**config.mk**
```make
export PLATFORM = sky130hd
export DESIGN_NAME = pipeline_stall_controller
export DESIGN_NICKNAME = d
export VERILOG_FILES = /design/src/rtl/pipeline_ctrl_pkg.sv /design/src/rtl/stall_perf_counter.sv /design/src/rtl/pipeline_stall_controller.sv
export SDC_FILE = /design/constraint.sdc
export NUM_CORES = 1
export LEC_CHECK = 0
export CORE_MARGIN = 3
export CORE_UTILIZATION = 38
export DETAILED_ROUTE_END_ITERATION = 8
export PLACE_DENSITY = 0.76
export SLEW_MARGIN = 40
export SYNTH_ARGS = -nofsm -noshare
export SYNTH_HDL_FRONTEND = slang
export SYNTH_HIERARCHICAL = 1
export SYNTH_SLANG_ARGS = --single-unit
```
**constraint.sdc**
```tcl
create_clock -name CLK -period 2.7 [get_ports CLK]
set_input_delay 0.81 -clock CLK [delete_from_list [all_inputs] [get_ports CLK]]
set_output_delay 0.81 -clock CLK [all_outputs]
set_load 0.02 [all_outputs]
```
**src/rtl/pipeline_ctrl_pkg.sv**
```systemverilog
// pipeline_ctrl_pkg: shared pipeline control types and constants
package pipeline_ctrl_pkg;
  typedef enum logic {RUN, DIV_WAIT} ctrl_state_e;
  localparam int DIV_TIMEOUT_DEFAULT = 40;
endpackage

```
**src/rtl/stall_perf_counter.sv**
```systemverilog
// stall_perf_counter: wrapping enable counter with synchronous reset
module stall_perf_counter #(
  parameter int W = 32
) (
  input  logic         CLK,
  input  logic         RESET,
  input  logic         en_i,
  output logic [W-1:0] cnt_o
);
  logic [W-1:0] cnt_q;
  always_ff @(posedge CLK) cnt_q <= RESET ? '0 : cnt_q + W'(en_i);
  assign cnt_o = cnt_q;
endmodule

```
**src/rtl/pipeline_stall_controller.sv**
```systemverilog
// pipeline_stall_controller: merges hazard, branch, divide and memory waits into per-stage stall/flush controls
module pipeline_stall_controller
  import pipeline_ctrl_pkg::*;
#(
  parameter int DIV_TIMEOUT = DIV_TIMEOUT_DEFAULT
) (
  input  logic        CLK,
  input  logic        RESET,
  input  logic        BUBBLE_REQ,
  input  logic        BRANCH_TAKEN,
  input  logic        DIV_START,
  input  logic        DIV_DONE,
  input  logic        IMEM_BUSY,
  input  logic        DMEM_BUSY,
  output logic        PC_STALL,
  output logic        IF_ID_STALL,
  output logic        ID_EX_STALL,
  output logic        EX_MEM_STALL,
  output logic        MEM_WB_STALL,
  output logic        IF_ID_FLUSH,
  output logic        ID_EX_FLUSH,
  output logic        EX_MEM_BUBBLE,
  output logic        DIV_BUSY,
  output logic        DIV_ERR,
  output logic [31:0] STALL_CNT
);
  localparam int CW = (DIV_TIMEOUT > 1) ? $clog2(DIV_TIMEOUT) : 1;
  localparam logic [CW-1:0] CNT_LAST = CW'(DIV_TIMEOUT - 1);
  ctrl_state_e state_q, state_d;
  logic br_pend_q, br_pend_d, done_pend_q, done_pend_d, div_err_q, div_err_d;
  logic [CW-1:0] div_cnt_q, div_cnt_d;
  logic [31:0] stall_cnt;
  always_ff @(posedge CLK) begin
    if (RESET) begin
      state_q     <= RUN;
      br_pend_q   <= 1'b0;
      done_pend_q <= 1'b0;
      div_err_q   <= 1'b0;
      div_cnt_q   <= '0;
    end else begin
      state_q     <= state_d;
      br_pend_q   <= br_pend_d;
      done_pend_q <= done_pend_d;
      div_err_q   <= div_err_d;
      div_cnt_q   <= div_cnt_d;
    end
  end
  always_comb begin
    PC_STALL      = 1'b0;
    IF_ID_STALL   = 1'b0;
    ID_EX_STALL   = 1'b0;
    EX_MEM_STALL  = 1'b0;
    MEM_WB_STALL  = 1'b0;
    IF_ID_FLUSH   = 1'b0;
    ID_EX_FLUSH   = 1'b0;
    EX_MEM_BUBBLE = 1'b0;
    state_d       = state_q;
    br_pend_d     = br_pend_q;
    done_pend_d   = done_pend_q;
    div_cnt_d     = div_cnt_q;
    div_err_d     = 1'b0;
    if (!RESET) begin
      if (DMEM_BUSY) begin
        // full freeze: remember events that must act once the pipe moves again
        {PC_STALL, IF_ID_STALL, ID_EX_STALL, EX_MEM_STALL, MEM_WB_STALL} = 5'b11111;
        br_pend_d   = br_pend_q | BRANCH_TAKEN;
        done_pend_d = done_pend_q | DIV_DONE;
      end else if (state_q == DIV_WAIT) begin
        if (DIV_DONE || done_pend_q) begin
          done_pend_d = 1'b0;
          state_d     = RUN;
        end else begin
          {PC_STALL, IF_ID_STALL, ID_EX_STALL, EX_MEM_BUBBLE} = 4'b1111;
          if (div_cnt_q == CNT_LAST) begin
            state_d   = RUN;
            div_err_d = 1'b1;
          end else begin
            div_cnt_d = div_cnt_q + 1'b1;
          end
        end
      end else if (BRANCH_TAKEN || br_pend_q) begin
        {IF_ID_FLUSH, ID_EX_FLUSH} = 2'b11;
        br_pend_d = 1'b0;
      end else if (DIV_START) begin
        {PC_STALL, IF_ID_STALL, ID_EX_STALL, EX_MEM_BUBBLE} = 4'b1111;
        div_cnt_d = '0;
        state_d   = DIV_WAIT;
      end else if (BUBBLE_REQ) begin
        {PC_STALL, IF_ID_STALL, ID_EX_FLUSH} = 3'b111;
      end else if (IMEM_BUSY) begin
        {PC_STALL, IF_ID_FLUSH} = 2'b11;
      end
    end
  end
  assign DIV_BUSY  = !RESET && (state_q == DIV_WAIT);
  assign DIV_ERR   = !RESET && div_err_q;
  assign STALL_CNT = RESET ? '0 : stall_cnt;
  stall_perf_counter #(.W(32)) u_stall_cnt (
    .CLK   (CLK),
    .RESET (RESET),
    .en_i  (PC_STALL),
    .cnt_o (stall_cnt)
  );
endmodule

```
==> results.toml, run 1 <==
[cells_and_area]
final_cell_mix = "41 x sky130_fd_sc_hd__dfxtp_1, 37 x sky130_fd_sc_hd__nor2b_1, 31 x sky130_fd_sc_hd__dlygate4sd2_1, 23 x sky130_fd_sc_hd__a21oi_1, 19 x sky130_fd_sc_hd__nor2_1"
final_design_area_no_fill_um2 = 3127
layout_commonest_cell = "sky130_fd_sc_hd__dfxtp_1"
area_growth_syn_to_layout_pct = 32.71
finalCoreUtilization_pct = 52.50
num-nets-final = 349
share_of_post_route_cells_with_drive_strength_above_1_pct = 16.52
antenna-diode-count = 0

[detailed_routing]
remaining_drc_errors = 0
antenna_left = 0
drt-wirelength-per-cell_um = 13.23
viasPerCell = 5.324
detailroute.via_count = 2204
drt_first_pass_iters = 4
drt_iter0_markers = 110
wl_um = 5478

[placed_design]
place.port_buffers = 49
routabilityCongestion = 0.7749
place_area_um2 = 3022
detailed_place_hpwl_um = 3956

[power]
p_comb_share_pct = 11.2
power.share.switching_pct = 25.75
totalPowerFinal_w = 0.001169
internal_power_w = 0.0008681
pwr-share-seq_pct = 54.3
worst_ir_drop_vdd_mv = 0.1943
power.clock.fraction_pct = 34.5
net-switching-power_w = 0.0003011
static-leakage-power_nw = 1.307
power-per-cell-area_nw_per_um2 = 373.9

[worst_setup_path]
r2r.worst_path.cells = 9
crit_path_max_incr_delay_ns = 0.61
critical_path.cell_chain = "buf_2 > buf_4 > nor2b_1 > clkdlybuf4s50_1"
cpMaxStageDelayCell = "sky130_fd_sc_hd__clkdlybuf4s50_1"
worst_ep_required_time_ns = 1.89
timing.critical_path.depth = 4
critPathTopFamily = "buffers and inverters"
crit_type = "in2out"
crit_buf_inv = 3
crit_path_end_kind = "primary output"
path_max_fanout = 10
crit_arrival_ns = 1.83
start_kind = "input port"

[clock_tree]
max-clock-path-buffers = 2
postCtsSetupBuffers = 0
clock_tree.htree_level_count = 2
clk-insertion-delay-late_ns = 0.30
cts_tree = "yes"
numCtsBuffers = 5
clk_root_buffer_cell = "sky130_fd_sc_hd__clkbuf_8"
clk_pin_slew_ns = 0.08
cts_sinks = 42

[floorplan]
die_footprint_um2 = 7181
floorplan.rows = 28
initial_core_util_pct = 39.56
die_w_um = 84.74
die_height_um = 84.74
placeableCoreArea_um2 = 5956
io_count = 50

[synth]
yosysWarningCount = 6
syn_nets = 294
ys_ff_latch = 42
synth_cell_type_count = 41
synth-edff-count = 0
netlist.area_leader.share_pct = 35.69
synth_cells = 283
syn_area_per_cell_um2 = 8.325
synthArstFlopShare_pct = 0
synth.top_cells.by_area = "sky130_fd_sc_hd__dfxtp_1 36%, sky130_fd_sc_hd__nor2b_1 9.8%, sky130_fd_sc_hd__a21oi_1 5.7%"
yosysSeqAreaShare_pct = 35.69
post_synth_instance_area_um2 = 2356
dominantRegCellSynth = "sky130_fd_sc_hd__dfxtp_1"
yosysTopAreaCell = "sky130_fd_sc_hd__dfxtp_1"

[global_routing]
first_global_vias = 2171
total_routing_usage_gr_pct = 15.91
antenna_violations_before_repair = 0
grt_first_pass_wirelength_um = 9618
grt_start_max_net_pins = 29
grt_ovf = 0

[worst_hold_path]
min_delay_path_depth = 2
hold_class = "reg2reg"

[sta]
fin_tns_setup_ns = 0
setup_repair_after_global_routing_missed_its_margin = "true"
worst_slew_margin_rel_pct = 71.05
maxSlewViolCount = 0
timing.fmax_ghz = 0.3786
finalSetupViolations = 0
min_period_over_period_pct = 97.82
final_hold_viol_count = 0
finalCriticalPeriod_ns = 2.641
worst_pin_slew_ns = 0.4333
timing.hold.ws_ns = 0.4980
timing.clock.skew_ns = 0.009088

[outcome]
outcome = "complete, no violations"

[run]
timing.max_cap.violations = 0
[state kept, by name (all words and copies together), names as in the netlist]
signal	count
u_stall_cnt/cnt_o	32
div_cnt_q	6
br_pend_q	1
div_err_q	1
done_pend_q	1
state_q	1
[Yosys cell counts, types with 2 or more instances]
cell type	n
sky130_fd_sc_hd__nand4_1	10
sky130_fd_sc_hd__or3_1	7
sky130_fd_sc_hd__or4_1	14
sky130_fd_sc_hd__buf_2	4
sky130_fd_sc_hd__inv_1	8
sky130_fd_sc_hd__clkbuf_1	9
sky130_fd_sc_hd__nand2_1	15
sky130_fd_sc_hd__dfxtp_1	42
sky130_fd_sc_hd__nor2b_1	37
sky130_fd_sc_hd__a21oi_1	27
sky130_fd_sc_hd__buf_6	4
sky130_fd_sc_hd__nor4_1	2
sky130_fd_sc_hd__o21ai_0	12
sky130_fd_sc_hd__nor3_1	2
sky130_fd_sc_hd__nand3_1	12
sky130_fd_sc_hd__nand2b_1	2
sky130_fd_sc_hd__o31ai_1	14
sky130_fd_sc_hd__xnor2_1	2
sky130_fd_sc_hd__nand4_4	2
sky130_fd_sc_hd__nor2_1	21
sky130_fd_sc_hd__ha_1	3
sky130_fd_sc_hd__and4_1	4
sky130_fd_sc_hd__a2bb2oi_1	2
sky130_fd_sc_hd__and3_1	3
sky130_fd_sc_hd__xor2_1	9
[cell families (layout without fill, tap and decap cells)]
group / Yosys count / in the layout / synth area share, %
fa+ha+maj: 3 / 3 / 1.593
buf+inv: 27 / 83 / 5.948
compound gates: 59 / 59 / 14.98
simple gates: 139 / 139 / 36.80
mux: 2 / 2 / 0.9028
xor+xnor: 11 / 11 / 4.090
flops: 42 / 42 / 35.69
[final cells by class]
type                    count  area, um2
clock inverters             2      13.76
flip-flops and latches     42      842.1
fillers                   592       2829
well taps                  75      93.84
inverters                   8      30.03
multi-input cells         214       1466
clock buffers               6      72.57
repair buffers             67      608.1
[routing by layer]
metal  up-vias  track usage (%)  routed length, um
met1      1019            20.66               2560
met3         4            3.435                229
met2        52            26.48               2662
li1       1129                -                  -
met5         -                0                  0
met4         0            4.748                 26
[metrics by stage]
stage / setup WS (ns) / std cells
3_3_place_gp: -0.5524 / 406
4_1_cts: -0.001391 / 414
5_1_grt: -0.002748 / 414
6_report: 0.05885 / 414
2_1_floorplan: 0.04313 / 283
3_5_place_dp: -0.5880 / 406
[power groups by stage]
stage               Sequential, W  Combinational (W)  Clock (W)
floorplan                0.000645          0.0000694          0
global placement         0.000647           0.000126          0
detailed placement       0.000648           0.000127          0
CTS                      0.000634           0.000127   0.000421
global route             0.000636           0.000142   0.000442
finish                   0.000635           0.000131   0.000403
[repair_timing]
item	in CTS	in global routing
resized for setup	75	19
endpoints found under the setup margin	58	23
hold buffers	0	0
pin swaps	2	4
[tightest hold or removal path, delay by kind of cell, from the launching register on]
kind	cells	cell delay (ns)
flip-flops	1	0.33
AO/OA/AOI/OAI	2	0.13
[worst paths after layout]
check | from | end | slack, ns
worst max register to register | state_q$_SDFFE_PP0N_ | u_stall_cnt/cnt_o[26]$_SDFF_PP0_ | 0.43
worst min register to register | u_stall_cnt/cnt_o[30]$_SDFF_PP0_ | u_stall_cnt/cnt_o[30]$_SDFF_PP0_ | 0.50
worst max-delay path | RESET | DIV_ERR | 0.06
worst min-delay path | u_stall_cnt/cnt_o[30]$_SDFF_PP0_ | u_stall_cnt/cnt_o[30]$_SDFF_PP0_ | 0.50
Power figures use the tool's default switching activity.
==> run 2, diff against run 1 <==
--- a/config.mk
+++ b/config.mk
@@ -5,10 +5,12 @@
 export SDC_FILE = /design/constraint.sdc
 export NUM_CORES = 1
 export LEC_CHECK = 0
+export ABC_AREA = 1
 export CORE_MARGIN = 3
 export CORE_UTILIZATION = 38
 export DETAILED_ROUTE_END_ITERATION = 8
-export PLACE_DENSITY = 0.76
+export PLACE_DENSITY = 0.75
+export SKIP_LAST_GASP = 1
 export SLEW_MARGIN = 40
 export SYNTH_ARGS = -nofsm -noshare
 export SYNTH_HDL_FRONTEND = slang
==> results.toml, run 2 <==
[outcome]
outcome = "complete, no violations"

[clock_tree]
cts_sinks = 42
cts_hold_buffers = 0
numCtsBuffers = 5
max-clock-path-buffers = 2
cts_tree = "yes"
clock_tree.htree_level_count = 2
clk_root_buffer_cell = "sky130_fd_sc_hd__clkbuf_8"
clk_pin_slew_ns = 0.08
clk-insertion-delay-late_ns = 0.29

[sta]
worst_slew_margin_rel_pct = 49.71
fin_tns_setup_ns = 0
finalCriticalPeriod_ns = 2.666
worst_pin_slew_ns = 0.7535
setup_repair_after_global_routing_missed_its_margin = "false"
final_critical_path_setup_slack_ns = 0.03410
timing.fmax_ghz = 0.3751
final_hold_viol_count = 0
timing.clock.skew_ns = 0.01102
maxSlewViolCount = 0
min_period_over_period_pct = 98.74
finalSetupViolations = 0

[run]
timing.max_cap.violations = 0

[cells_and_area]
seqCellArea_um2 = 840.8
area_growth_syn_to_layout_pct = 36.36
num-nets-final = 505
layout_commonest_cell = "sky130_fd_sc_hd__nor2_1"
antenna-diode-count = 0
final_cell_mix = "107 x sky130_fd_sc_hd__nor2_1, 96 x sky130_fd_sc_hd__nand2_1, 60 x sky130_fd_sc_hd__inv_1, 42 x sky130_fd_sc_hd__dfxtp_1, 29 x sky130_fd_sc_hd__dlymetal6s2s_1"
share_of_post_route_cells_with_drive_strength_above_1_pct = 15.35
num-fill-cells = 668
finalCoreUtilization_pct = 54.35
multi_input_comb_area_um2 = 1516
largest_register_ff_count = 32

[synth]
synth.top_cells.by_area = "sky130_fd_sc_hd__dfxtp_1 33%, sky130_fd_sc_hd__nor2_1 16%, sky130_fd_sc_hd__nand2_1 14%"
post_synth_instance_area_um2 = 2560
synth-edff-count = 0
yosysWarningCount = 6
syn_area_per_cell_um2 = 6.052
synthMostInstantiatedCell = "sky130_fd_sc_hd__nor2_1"
ys_ff_latch = 42
syn_nets = 434
netlist_top_cells_count = "110 x sky130_fd_sc_hd__nor2_1, 98 x sky130_fd_sc_hd__nand2_1, 61 x sky130_fd_sc_hd__inv_1"
yosysTopAreaCell = "sky130_fd_sc_hd__dfxtp_1"
synth_cell_type_count = 30
synth_cells = 423
yosysSeqAreaShare_pct = 32.84
synthArstFlopShare_pct = 0
netlist.area_leader.share_pct = 32.84
dominantRegCellSynth = "sky130_fd_sc_hd__dfxtp_1"

[detailed_routing]
viasPerCell = 4.806
antenna_left = 0
remaining_drc_errors = 0
detailroute.via_count = 2749
drt-wirelength-per-cell_um = 11.59
drt_iter0_markers = 203
drt_first_pass_iters = 4
wl_um = 6631

[power]
worst_ir_drop_vdd_mv = 0.1850
totalPowerFinal_w = 0.001186
power-per-cell-area_nw_per_um2 = 339.7
static-leakage-power_nw = 1.915

[placed_design]
detailed_place_hpwl_um = 4962
place_ws_ns = -0.5542
routabilityCongestion = 0.8911
place.port_buffers = 49

[worst_setup_path]
crit_path_end_kind = "primary output"
crit_path_max_incr_delay_ns = 0.60
crit_type = "in2out"
crit_arrival_ns = 1.86
worst_ep_required_time_ns = 1.89
crit_buf_inv = 3
start_kind = "input port"
critPathTopFamily = "buffers and inverters"
path_max_fanout = 28
critical_path.cell_chain = "buf_2 > buf_12 > nor2_1 > clkdlybuf4s50_1"
cpMaxStageDelayCell = "sky130_fd_sc_hd__clkdlybuf4s50_1"

[floorplan]
die_footprint_um2 = 7757
die_height_um = 88.08
io_count = 50
initial_core_util_pct = 39.86
floorplan.rows = 29
placeableCoreArea_um2 = 6422
die_w_um = 88.08

[global_routing]
grt_ovf = 0
antenna_violations_before_repair = 0
first_global_vias = 2578
grt_start_max_net_pins = 29
grt_first_pass_wirelength_um = 10940
total_routing_usage_gr_pct = 17.40

[worst_hold_path]
hold_class = "reg2reg"
-- run 2: final cells by class --
class                      instances  area share [%]
clock inverter                     1          0.1434
tap                               77           2.760
multi-input combinational        310           43.44
inverter                          63           6.774
timing repair buffer              72           20.32
sequential                        42           24.09
clock buffer                       7           2.473
-- run 2: final timing paths --
kind                             startpoint                          endpoint  slack [ns]  cells past startpoint
setup / recovery                      RESET                      STALL_CNT[3]        0.03                      4
hold / removal    div_cnt_q[1]$_SDFFE_PP0P_         div_cnt_q[1]$_SDFFE_PP0P_        0.50                      2
setup reg to reg       state_q$_SDFFE_PP0N_  u_stall_cnt/cnt_o[31]$_SDFF_PP0_        0.54                     14
hold reg to reg   div_cnt_q[1]$_SDFFE_PP0P_         div_cnt_q[1]$_SDFFE_PP0P_        0.50                      2
-- run 2: logic make-up (layout without fill, tap and decap cells) --
family / after synthesis / after routing / share of synthesized area (%)
AOI/OAI and AO/OA: 35 / 35 / 6.989
adders and majority gates: 3 / 3 / 1.466
xor gates and xnor gates: 2 / 2 / 0.6844
buffers and inverters: 71 / 143 / 10.80
DFF: 42 / 42 / 32.84
and+or+nand+nor: 270 / 270 / 47.22
-- run 2: worst min-delay path, cell delays in order, from the launching register on --
cell	delay, ns
sky130_fd_sc_hd__dfxtp_1	0.33
sky130_fd_sc_hd__nand3_1	0.08
sky130_fd_sc_hd__nand2_1	0.05
-- run 2: through the flow --
| step | hold WS (ns) | instance area, um2 | instances |
|---|---|---|---|
| 5_1_grt | 0.5368 | 3491 | 572 |
| 4_1_cts | 0.4986 | 3336 | 570 |
| 2_1_floorplan | 0.4482 | 2564 | 423 |
| 3_3_place_gp | 0.4765 | 3276 | 562 |
| 3_5_place_dp | 0.4866 | 3276 | 562 |
| 6_report | 0.5023 | 3491 | 572 |
-- run 2: where the power goes --
| group | switching [W] | leakage [nW] | internal (W) | total, W |
|---|---|---|---|---|
| registers | 0.00000720 | 0.339 | 0.000625 | 0.000632 |
| clock network | 0.000213 | 0.0482 | 0.000207 | 0.000420 |
| logic | 0.0000770 | 1.53 | 0.0000564 | 0.000133 |
| total | 0.000298 | 1.92 | 0.000888 | 0.00119 |
-- run 2: per-layer routing --
metal / up-vias / share of wire (%) / track usage (%)
li1: 1444 / - / -
met1: 1223 / 43 / 20.33
met2: 75 / 50 / 31.85
met3: 7 / 6.5 / 4.233
met4: 0 / 0.69 / 4.258
met5: - / 0 / 0
-- run 2: timing repair --
| action | in CTS | in global routing |
|---|---|---|
| buffers inserted | 0 | 2 |
| resized for setup | 40 | 44 |
| setup endpoints to repair | 23 | 46 |
| pin swaps | 5 | 12 |
==> run 3, diff against run 2 <==
--- a/config.mk
+++ b/config.mk
@@ -7,9 +7,10 @@
 export LEC_CHECK = 0
 export ABC_AREA = 1
 export CORE_MARGIN = 3
-export CORE_UTILIZATION = 38
+export CORE_UTILIZATION = 47
 export DETAILED_ROUTE_END_ITERATION = 8
-export PLACE_DENSITY = 0.75
+export PLACE_DENSITY = 0.87
+export REMOVE_ABC_BUFFERS = 1
 export SKIP_LAST_GASP = 1
 export SLEW_MARGIN = 40
 export SYNTH_ARGS = -nofsm -noshare
==> results.toml, run 3 (same netlist as run 2, synthesis figures left out) <==
[placed_design]
placed_cells = 554
place_area_um2 = 3256
place_ws_ns = -0.5607
detailed_place_hpwl_um = 4918
routabilityCongestion = 0.9222
place.port_buffers = 49

[cells_and_area]
share_of_post_route_cells_with_drive_strength_above_1_pct = 14.95
seqCellArea_um2 = 840.8
layout_commonest_cell = "sky130_fd_sc_hd__nor2_1"
largest_register_ff_count = 32
multi_input_comb_area_um2 = 1465
num-nets-final = 505
num-fill-cells = 472
final_design_area_no_fill_um2 = 3379
final_cell_mix = "106 x sky130_fd_sc_hd__nor2_1, 96 x sky130_fd_sc_hd__nand2_1, 61 x sky130_fd_sc_hd__inv_1, 42 x sky130_fd_sc_hd__dfxtp_1, 29 x sky130_fd_sc_hd__dlygate4sd2_1"
finalCoreUtilization_pct = 65.34
antenna-diode-count = 0
final-instance-count-excl-fill = 565
area_growth_syn_to_layout_pct = 32.01

[global_routing]
first_global_vias = 2532
antenna_violations_before_repair = 0
grt_first_pass_wirelength_um = 10940
grt_ovf = 0
total_routing_usage_gr_pct = 21.27
grt_start_max_net_pins = 26

[sta]
timing.fmax_ghz = 0.3739
final_hold_viol_count = 0
worst_slew_margin_rel_pct = 46.29
timing.clock.skew_ns = 0.007186
fin_tns_setup_ns = 0
min_period_over_period_pct = 99.05
finalCriticalPeriod_ns = 2.674
maxSlewViolCount = 0
worst_pin_slew_ns = 0.8048
finalSetupViolations = 0
final_critical_path_setup_slack_ns = 0.02562

[worst_setup_path]
start_kind = "input port"
crit_path_end_kind = "primary output"
crit_type = "in2out"
path_max_fanout = 9
worst_ep_required_time_ns = 1.89
crit_arrival_ns = 1.86

[detailed_routing]
wl_um = 6458
detailroute.via_count = 2765
drt_iter0_markers = 134
antenna_left = 0
remaining_drc_errors = 0
viasPerCell = 4.894
drt_first_pass_iters = 4
drt-wirelength-per-cell_um = 11.43

[clock_tree]
cts_sinks = 42
numCtsBuffers = 5
clk_root_buffer_cell = "sky130_fd_sc_hd__clkbuf_8"
cts_tree = "yes"
clock_tree.htree_level_count = 2
clk-insertion-delay-late_ns = 0.30
max-clock-path-buffers = 2
clk_pin_slew_ns = 0.08

[power]
power-per-cell-area_nw_per_um2 = 375.3
worst_ir_drop_vdd_mv = 0.3115
static-leakage-power_nw = 1.548

[floorplan]
die_footprint_um2 = 6368
die_w_um = 79.80
placeableCoreArea_um2 = 5172
floorplan.rows = 26
initial_core_util_pct = 49.49
io_count = 50
die_height_um = 79.80

[run]
timing.max_cap.violations = 0

[worst_hold_path]
hold_class = "reg2reg"

[outcome]
outcome = "complete, no violations"
run 3: cell type report:
class	count	share of cell area [%]
Timing Repair Buffer	72	18.96
Sequential cell	42	24.88
Clock buffer	5	2.036
Tap cell	70	2.592
Inverter	63	6.997
Multi-Input combinational cell	310	43.35
Clock inverter	3	1.185
run 3: layer usage:
layer,GRT usage (%),vias to the layer above,share of wire (%)
li1,-,1435,-
met1,25.29,1223,43
met2,37.56,89,48
met3,3.612,18,6.0
met4,8.784,0,2.5
met5,0,-,0
run 3: timing repair:
action	CTS	global route
setup buffers	3	0
gates cloned	0	0
hold endpoints to repair	0	0
pin swaps	5	2
resized for setup	62	13
endpoints found under the setup margin	38	32
hold buffers	0	0
run 3: worst paths after layout:
| check | start | to | slack, ns | cells past startpoint |
|---|---|---|---|---|
| min | br_pend_q$_SDFFE_PP0P_ | br_pend_q$_SDFFE_PP0P_ | 0.49 | 2 |
| max reg2reg | state_q$_SDFFE_PP0N_ | u_stall_cnt/cnt_o[25]$_SDFF_PP0_ | 0.52 | 14 |
| min reg2reg | br_pend_q$_SDFFE_PP0P_ | br_pend_q$_SDFFE_PP0P_ | 0.49 | 2 |
| max | RESET | STALL_CNT[25] | 0.03 | 4 |
run 3: worst max-delay path, cell delays in order:
cell and delay [ns]:
sky130_fd_sc_hd__buf_2 0.16, sky130_fd_sc_hd__buf_4 0.19, sky130_fd_sc_hd__nor2_1 0.10, sky130_fd_sc_hd__clkdlybuf4s50_1 0.60
run 3: stage by stage:
| stage | total power, W | hold slack [ns] |
|---|---|---|
| after floorplan | 0.0007054 | 0.4482 |
| after global placement | 0.0007770 | 0.4748 |
| after detailed placement | 0.0007796 | 0.4773 |
| after CTS | 0.001270 | 0.4977 |
| after global routing | 0.001316 | 0.5269 |
| final | 0.001268 | 0.4943 |
run 3: power breakdown:
part | internal, W | switching (W) | total, W
sequential | 0.000625 | 0.00000571 | 0.000631
combinational | 0.0000616 | 0.0000799 | 0.000142
clock | 0.000272 | 0.000224 | 0.000496
total | 0.000959 | 0.000309 | 0.00127
